<file path="src/rtl/gerador_minas.sv">
// Clears a largura x altura field, then places min(max_minas, N-9) mines at distinct LFSR-picked cells.
// One write per clear cycle and 4+ cycles per placement; start is ignored while busy, no other backpressure.
module gerador_minas #(
  parameter logic [15:0] SEMENTE = 16'hACE1
) (
  input  logic       clk,
  input  logic       reset,
  input  logic       start,
  input  logic [7:0] largura,
  input  logic [7:0] altura,
  input  logic [9:0] max_minas,
  input  logic [9:0] safe_x,
  input  logic [9:0] safe_y,
  input  logic       rd_mina,
  output logic [9:0] rd_x,
  output logic [9:0] rd_y,
  output logic       wr_en,
  output logic [9:0] wr_x,
  output logic [9:0] wr_y,
  output logic       wr_mina,
  output logic       busy,
  output logic       done,
  output logic [9:0] colocadas
);
  typedef enum logic [2:0] {IDLE, LIMPA, SORTEIA, LE, CONFERE, ESCREVE, FIM} estado_t;
  estado_t estado, prox;

  logic [15:0] lfsr;
  logic [7:0]  larg_q, alt_q, mask_x, mask_y, lim_x, lim_y, cand_x, cand_y, cx, cy;
  logic [9:0]  sx_q, sy_q, alvo, alvo_calc;
  logic [15:0] n_celulas;
  logic        aceita, rejeita, fim_limpa;

  function automatic logic [7:0] mascara(input logic [7:0] v);
    logic [7:0] m;
    m = v - 8'd1;
    m = m | (m >> 1);
    m = m | (m >> 2);
    m = m | (m >> 4);
    return m;
  endfunction

  function automatic logic perto(input logic [7:0] c, input logic [9:0] s);
    logic [10:0] d;
    d = ({3'd0, c} >= {1'b0, s}) ? ({3'd0, c} - {1'b0, s}) : ({1'b0, s} - {3'd0, c});
    return d <= 11'd1;
  endfunction

  always_comb begin
    n_celulas = {8'd0, largura} * {8'd0, altura};
    alvo_calc = '0;
    if (n_celulas > 16'd9)
      alvo_calc = ((n_celulas - 16'd9) < {6'd0, max_minas}) ? 10'(n_celulas - 16'd9) : max_minas;
  end

  assign aceita    = start && (estado == IDLE || estado == FIM);
  assign cx        = lfsr[7:0] & mask_x;
  assign cy        = lfsr[15:8] & mask_y;
  assign rejeita   = (cx >= larg_q) || (cy >= alt_q) || (perto(cx, sx_q) && perto(cy, sy_q));
  assign fim_limpa = (lim_x == larg_q - 8'd1) && (lim_y == alt_q - 8'd1);

  always_ff @(posedge clk) begin
    if (reset) estado <= IDLE;
    else       estado <= prox;
  end

  always_comb begin
    prox = estado;
    case (estado)
      IDLE:    if (start) prox = LIMPA;
      LIMPA:   if (fim_limpa) prox = (alvo == 10'd0) ? FIM : SORTEIA;
      SORTEIA: if (!rejeita) prox = LE;
      LE:      prox = CONFERE;
      CONFERE: prox = rd_mina ? SORTEIA : ESCREVE;
      ESCREVE: prox = (colocadas + 10'd1 == alvo) ? FIM : SORTEIA;
      FIM:     prox = start ? LIMPA : IDLE;
      default: prox = IDLE;
    endcase
  end

  // Read address is held through LE and CONFERE so the matrix sees a stable candidate.
  always_comb begin
    busy    = 1'b0;
    wr_en   = 1'b0;
    wr_mina = 1'b0;
    wr_x    = '0;
    wr_y    = '0;
    rd_x    = '0;
    rd_y    = '0;
    case (estado)
      LIMPA: begin
        busy  = 1'b1;
        wr_en = 1'b1;
        wr_x  = {2'd0, lim_x};
        wr_y  = {2'd0, lim_y};
      end
      SORTEIA: begin
        busy = 1'b1;
        rd_x = {2'd0, cx};
        rd_y = {2'd0, cy};
      end
      LE, CONFERE: begin
        busy = 1'b1;
        rd_x = {2'd0, cand_x};
        rd_y = {2'd0, cand_y};
      end
      ESCREVE: begin
        busy    = 1'b1;
        wr_en   = 1'b1;
        wr_mina = 1'b1;
        wr_x    = {2'd0, cand_x};
        wr_y    = {2'd0, cand_y};
      end
      default: ;
    endcase
  end

  always_ff @(posedge clk) begin
    if (reset) begin
      lfsr      <= SEMENTE;
      larg_q    <= '0;
      alt_q     <= '0;
      mask_x    <= '0;
      mask_y    <= '0;
      sx_q      <= '0;
      sy_q      <= '0;
      alvo      <= '0;
      lim_x     <= '0;
      lim_y     <= '0;
      cand_x    <= '0;
      cand_y    <= '0;
      colocadas <= '0;
      done      <= 1'b0;
    end else begin
      lfsr <= {1'b0, lfsr[15:1]} ^ (lfsr[0] ? 16'hB400 : 16'h0000);
      if (aceita) begin
        larg_q    <= largura;
        alt_q     <= altura;
        mask_x    <= mascara(largura);
        mask_y    <= mascara(altura);
        sx_q      <= safe_x;
        sy_q      <= safe_y;
        alvo      <= alvo_calc;
        lim_x     <= '0;
        lim_y     <= '0;
        colocadas <= '0;
        done      <= 1'b0;
      end
      if (estado == LIMPA) begin
        if (lim_x == larg_q - 8'd1) begin
          lim_x <= '0;
          lim_y <= lim_y + 8'd1;
        end else begin
          lim_x <= lim_x + 8'd1;
        end
      end
      if (estado == SORTEIA && !rejeita) begin
        cand_x <= cx;
        cand_y <= cy;
      end
      if (estado == ESCREVE) colocadas <= colocadas + 10'd1;
      if (estado != FIM && prox == FIM) done <= 1'b1;
    end
  end
endmodule

</file>
<file path="config.mk">
export PLATFORM = sky130hd
export DESIGN_NAME = gerador_minas
export DESIGN_NICKNAME = d
export VERILOG_FILES = /design/src/rtl/gerador_minas.sv
export SDC_FILE = /design/constraint.sdc
export NUM_CORES = 1
export LEC_CHECK = 0
export CAP_MARGIN = 5
export CORE_MARGIN = 2
export CORE_UTILIZATION = 50
export CTS_CLUSTER_DIAMETER = 200
export CTS_CLUSTER_SIZE = 12
export DETAILED_ROUTE_END_ITERATION = 8
export PLACE_DENSITY = 0.71
export SLEW_MARGIN = 20
export SYNTH_ARGS = -nofsm -noshare
export SYNTH_HDL_FRONTEND = slang
export SYNTH_SLANG_ARGS = --single-unit
export TNS_END_PERCENT = 50
</file>
<file path="constraint.sdc">
create_clock -name clk -period 8.35 [get_ports clk]
set_input_delay 2.0875 -clock clk [delete_from_list [all_inputs] [get_ports clk]]
set_output_delay 2.0875 -clock clk [all_outputs]
set_load 0.01 [all_outputs]
</file>
==> flow_metrics.env <==
export IMPL_seq_power_share_pct=25.3
export IMPL_post_route_cells_drive_above_1_share_pct=6.75
export IMPL_reg2reg_setup_slack_ns=4.45
export IMPL_die_height_um=154
export IMPL_fin_tns_setup_ns=0
export IMPL_timing_slew_headroom_pct=40.9
export IMPL_power_mw=2.60
export IMPL_final_nets=1708
export IMPL_netlist_cell_type_count=71
export IMPL_global_route_wire_length_before_repair_um=47500
export IMPL_synth_warnings=0
export IMPL_cts_buffers=17
export IMPL_post_synth_top_count_cell="nand2_1"
export IMPL_synth_enable_flop_cells=0
export IMPL_reg2reg_depth=15
export IMPL_leakagePower_nw=5.55
export IMPL_power_switching_fraction_pct=39.3
export IMPL_cts_sinks=124
export IMPL_regArea_um2=2480
export IMPL_max_freq_mhz=130
export IMPL_io_buffers=95
export IMPL_status="finished, final reports clean"
export IMPL_clock_tree_htree_level_count=4
export IMPL_worstSetupStartpointType="input port"
export IMPL_row_count=54
export IMPL_antenna_violating_nets_post_route=0
export IMPL_filler_cell_count=2054
export IMPL_clock_latency_at_the_later_pin_of_the_worst_skew_pair_ns=0.42
export IMPL_synth_common_cells="174 x nand2_1, 135 x inv_1, 129 x nor2_1"
export IMPL_setup_viol=0
export IMPL_clock_period_minus_worst_slack_ns=7.67
export IMPL_dpl_hpwl_um=21800
export IMPL_total_area_of_multi_input_combinational_cells_um2=7870
export IMPL_place_gp_congestion=0.879
export IMPL_post_cts_resize_count=0
export IMPL_crit_path_start="altura[5]"
export IMPL_power_share_combinational_pct=45.1
export IMPL_detail_route_iter0_violations=596
export IMPL_synth_top_cells_by_area="dfxtp_1 22%, ha_1 12%, fa_1 7.2%"
export IMPL_clk_root_buffer_cell="clkbuf_16"
export IMPL_grt_total_usage_pct=24.4
export IMPL_start_util_pct=51.1
export IMPL_critical_path_top_cell_by_count="fa_1"
export IMPL_path_max_fanout=11
export IMPL_top_layer="met4"
export IMPL_met3WireLength_um=1440
export IMPL_critical_path_endpoint="alvo[3]"
export IMPL_ys_seq_area_share_pct=22.2
export IMPL_cts_setup_buffers=0
export IMPL_cp_slowest_cell="clkdlybuf4s50_1"
export IMPL_grt_pass1_vias=9699
export IMPL_area_growth_synth_to_final_pct=15.9
export IMPL_worst_endpoint_required_time_ns=8.66
export IMPL_endpoint_kind="register"
export IMPL_vias=10200
export IMPL_fp_dieArea_um2=23600
export IMPL_die_width_um=154
export IMPL_maximum_vdd_ir_drop_mv=0.147
export IMPL_timing_rr_start="mask_y[0]"
export IMPL_average_instance_area_after_synthesis_um2=7.73
export IMPL_hold_path_startpoint="lfsr[12]"
export IMPL_worst_path_largest_cell_delay_ns=0.61
export IMPL_n_antenna_cell=0
export IMPL_totalWireLength_um=28800
export IMPL_setup_worst_path_class="in2reg"
export IMPL_boundaryPins=104
export IMPL_detailroute_wirelength_met2_um=13600
export IMPL_initial_antenna_violation_count=0
export IMPL_route_layer_met1_wl_um=13200
export IMPL_netlist_area_pre_place_um2=11200
export IMPL_path_delay_family="adder cells"
export IMPL_synth_top_cell_area_share_pct=22.2
export IMPL_worst_endpoint_arrival_ns=7.98
export IMPL_hold_class="reg2reg"
export IMPL_postSynthRegisterBits=124
export IMPL_cellPowerDensity_nw_per_um2=201
export IMPL_grt_setup_unrepaired="no"
export IMPL_drt_pass1_iter_count=5
export IMPL_async_flop_share_pct=0
export IMPL_timing_critical_path_depth=23
export IMPL_dr_vias_cell=5.63
export IMPL_post_synth_inst_count=1445
export IMPL_post_synth_top_area_cell="dfxtp_1"
export IMPL_synth_main_ff_cell="dfxtp_1"
export IMPL_p_sw_mw=1.02
export IMPL_clk_pin_slew_ns=0.06
export IMPL_grt_start_max_net_pins=67
export IMPL_detail_route_drc_violations=0
export IMPL_share_clk_of_total_power_pct=29.6
export IMPL_final_hold_violation_count=0
export IMPL_regToRegEndpoint="cand_y[5]"
export IMPL_worst_clock_skew_ns=0.0105
export IMPL_design_core_area_um2=21900
export IMPL_internal_pwr_total_mw=1.58
export IMPL_timing_critical_path_buf_inv=5
export IMPL_globalRouteOverflowTotal=0
export IMPL_cts_hold_buffers_added=0
export IMPL_routed_wire_length_per_instance_um=15.9
export IMPL_final_max_slew_viol_count=0
export IMPL_cts_buffer_depth=2
export IMPL_tightestPinTransition_ns=0.884
export IMPL_tritoncts_clock_tree="yes"
export IMPL_max_capacitance_violation_count=0
export IMPL_finalCritPeriodShare_pct=91.8
export IMPL_cp_cell_sequence="clkdlybuf4s50_1 -> nand2_1 -> fa_1 -> fa_1 -> inv_1 -> fa_1 -> inv_1 -> fa_1 -> inv_1 -> ha_1 -> a21oi_1 -> nand2_1 -> or3_1 -> a21o_1 -> nor2_1 -> xor2_1 -> ha_1 -> a21oi_1 -> o211ai_1 -> a211oi_2 -> buf_4 -> a211oi_1 -> a211o_1"
cells in the final DEF, fill, tap and decap left out, types with 10 or more instances in the layout:
| cell | count |
|---|---|
| o211ai_1 | 10 |
| nand3_1 | 28 |
| nor4_1 | 14 |
| and2_1 | 45 |
| nand2_1 | 174 |
| a211oi_1 | 17 |
| a21o_1 | 18 |
| clkdlybuf4s50_1 | 94 |
| or2_2 | 10 |
| mux2_2 | 10 |
| mux2i_1 | 22 |
| o21ai_0 | 67 |
| a21oi_1 | 105 |
| xnor2_1 | 37 |
| or3_1 | 13 |
| ha_1 | 104 |
| and3_1 | 23 |
| inv_1 | 135 |
| buf_4 | 26 |
| dfxtp_1 | 124 |
| nor2b_1 | 36 |
| a31oi_1 | 11 |
| o31ai_1 | 12 |
| nor3_1 | 35 |
| fa_1 | 40 |
| nor2_1 | 129 |
| clkbuf_16 | 17 |
| xor2_1 | 32 |
sequential cells by signal (all words and copies together), names as in the netlist:
signal,count
lim_x,8
mask_x,8
alvo,10
estado,3
cand_x,8
sx_q,10
larg_q,8
done,1
alt_q,8
colocadas,10
mask_y,8
cand_y,8
lim_y,8
lfsr,16
sy_q,10
through the flow:
step	cells	area (um2)	setup slack, ns	util (%)	hold WS [ns]
2_1_floorplan	1452	11200	0.901	-	0.415
3_3_place_gp	1775	12300	0.364	56.4	0.421
3_5_place_dp	1775	12300	0.242	56.4	0.425
4_1_cts	1807	13000	0.674	59.2	0.444
5_1_grt	1807	13000	0.295	59.2	0.451
6_report	1807	13000	0.684	59.2	0.439
cell type report:
type | instances | area share (%)
tap | 280 | 2.70
timing repair buffer | 120 | 8.77
inverter | 135 | 3.91
clock buffer | 17 | 3.28
multi-input combinational | 1116 | 60.7
clock inverter | 15 | 1.45
sequential | 124 | 19.2
per-layer routing:
layer / up-vias / global-route usage (%)
met5: - / 0
met4: 0 / 7.47
met3: 41 / 3.66
met2: 254 / 40.7
met1: 4826 / 32.7
li1: 5050 / -
power by group through the flow:
| stage | sequential (mW) | clock (mW) | combinational, mW |
|---|---|---|---|
| 2_1_floorplan | 0.657 | 0 | 0.914 |
| 3_3_place_gp | 0.669 | 0 | 1.14 |
| 3_5_place_dp | 0.670 | 0 | 1.17 |
| 4_1_cts | 0.657 | 0.782 | 1.17 |
| 5_1_grt | 0.662 | 0.810 | 1.32 |
| 6_report | 0.658 | 0.770 | 1.17 |
logic make-up after synthesis:
kind of cell | Yosys count | synth area share [%]
buf+inv | 212 | 7.64
other cells | 1 | 0.0336
compound gates | 308 | 18.2
xor+xnor | 69 | 5.41
simple gates | 546 | 23.5
fa+ha+maj | 144 | 18.8
mux | 41 | 4.19
flops | 124 | 22.2
worst min path at each step:
| stage | cells past startpoint | slack [ns] | to |
|---|---|---|---|
| 2_1_floorplan | 1 | 0.41 | lfsr[5] |
| 3_3_place_gp | 1 | 0.42 | lfsr[5] |
| 3_5_place_dp | 1 | 0.43 | lfsr[5] |
| 4_1_cts | 1 | 0.44 | lfsr[11] |
| 5_1_grt | 1 | 0.45 | lfsr[11] |
| 6_report | 1 | 0.44 | lfsr[11] |
Power figures use the tool's default switching activity.
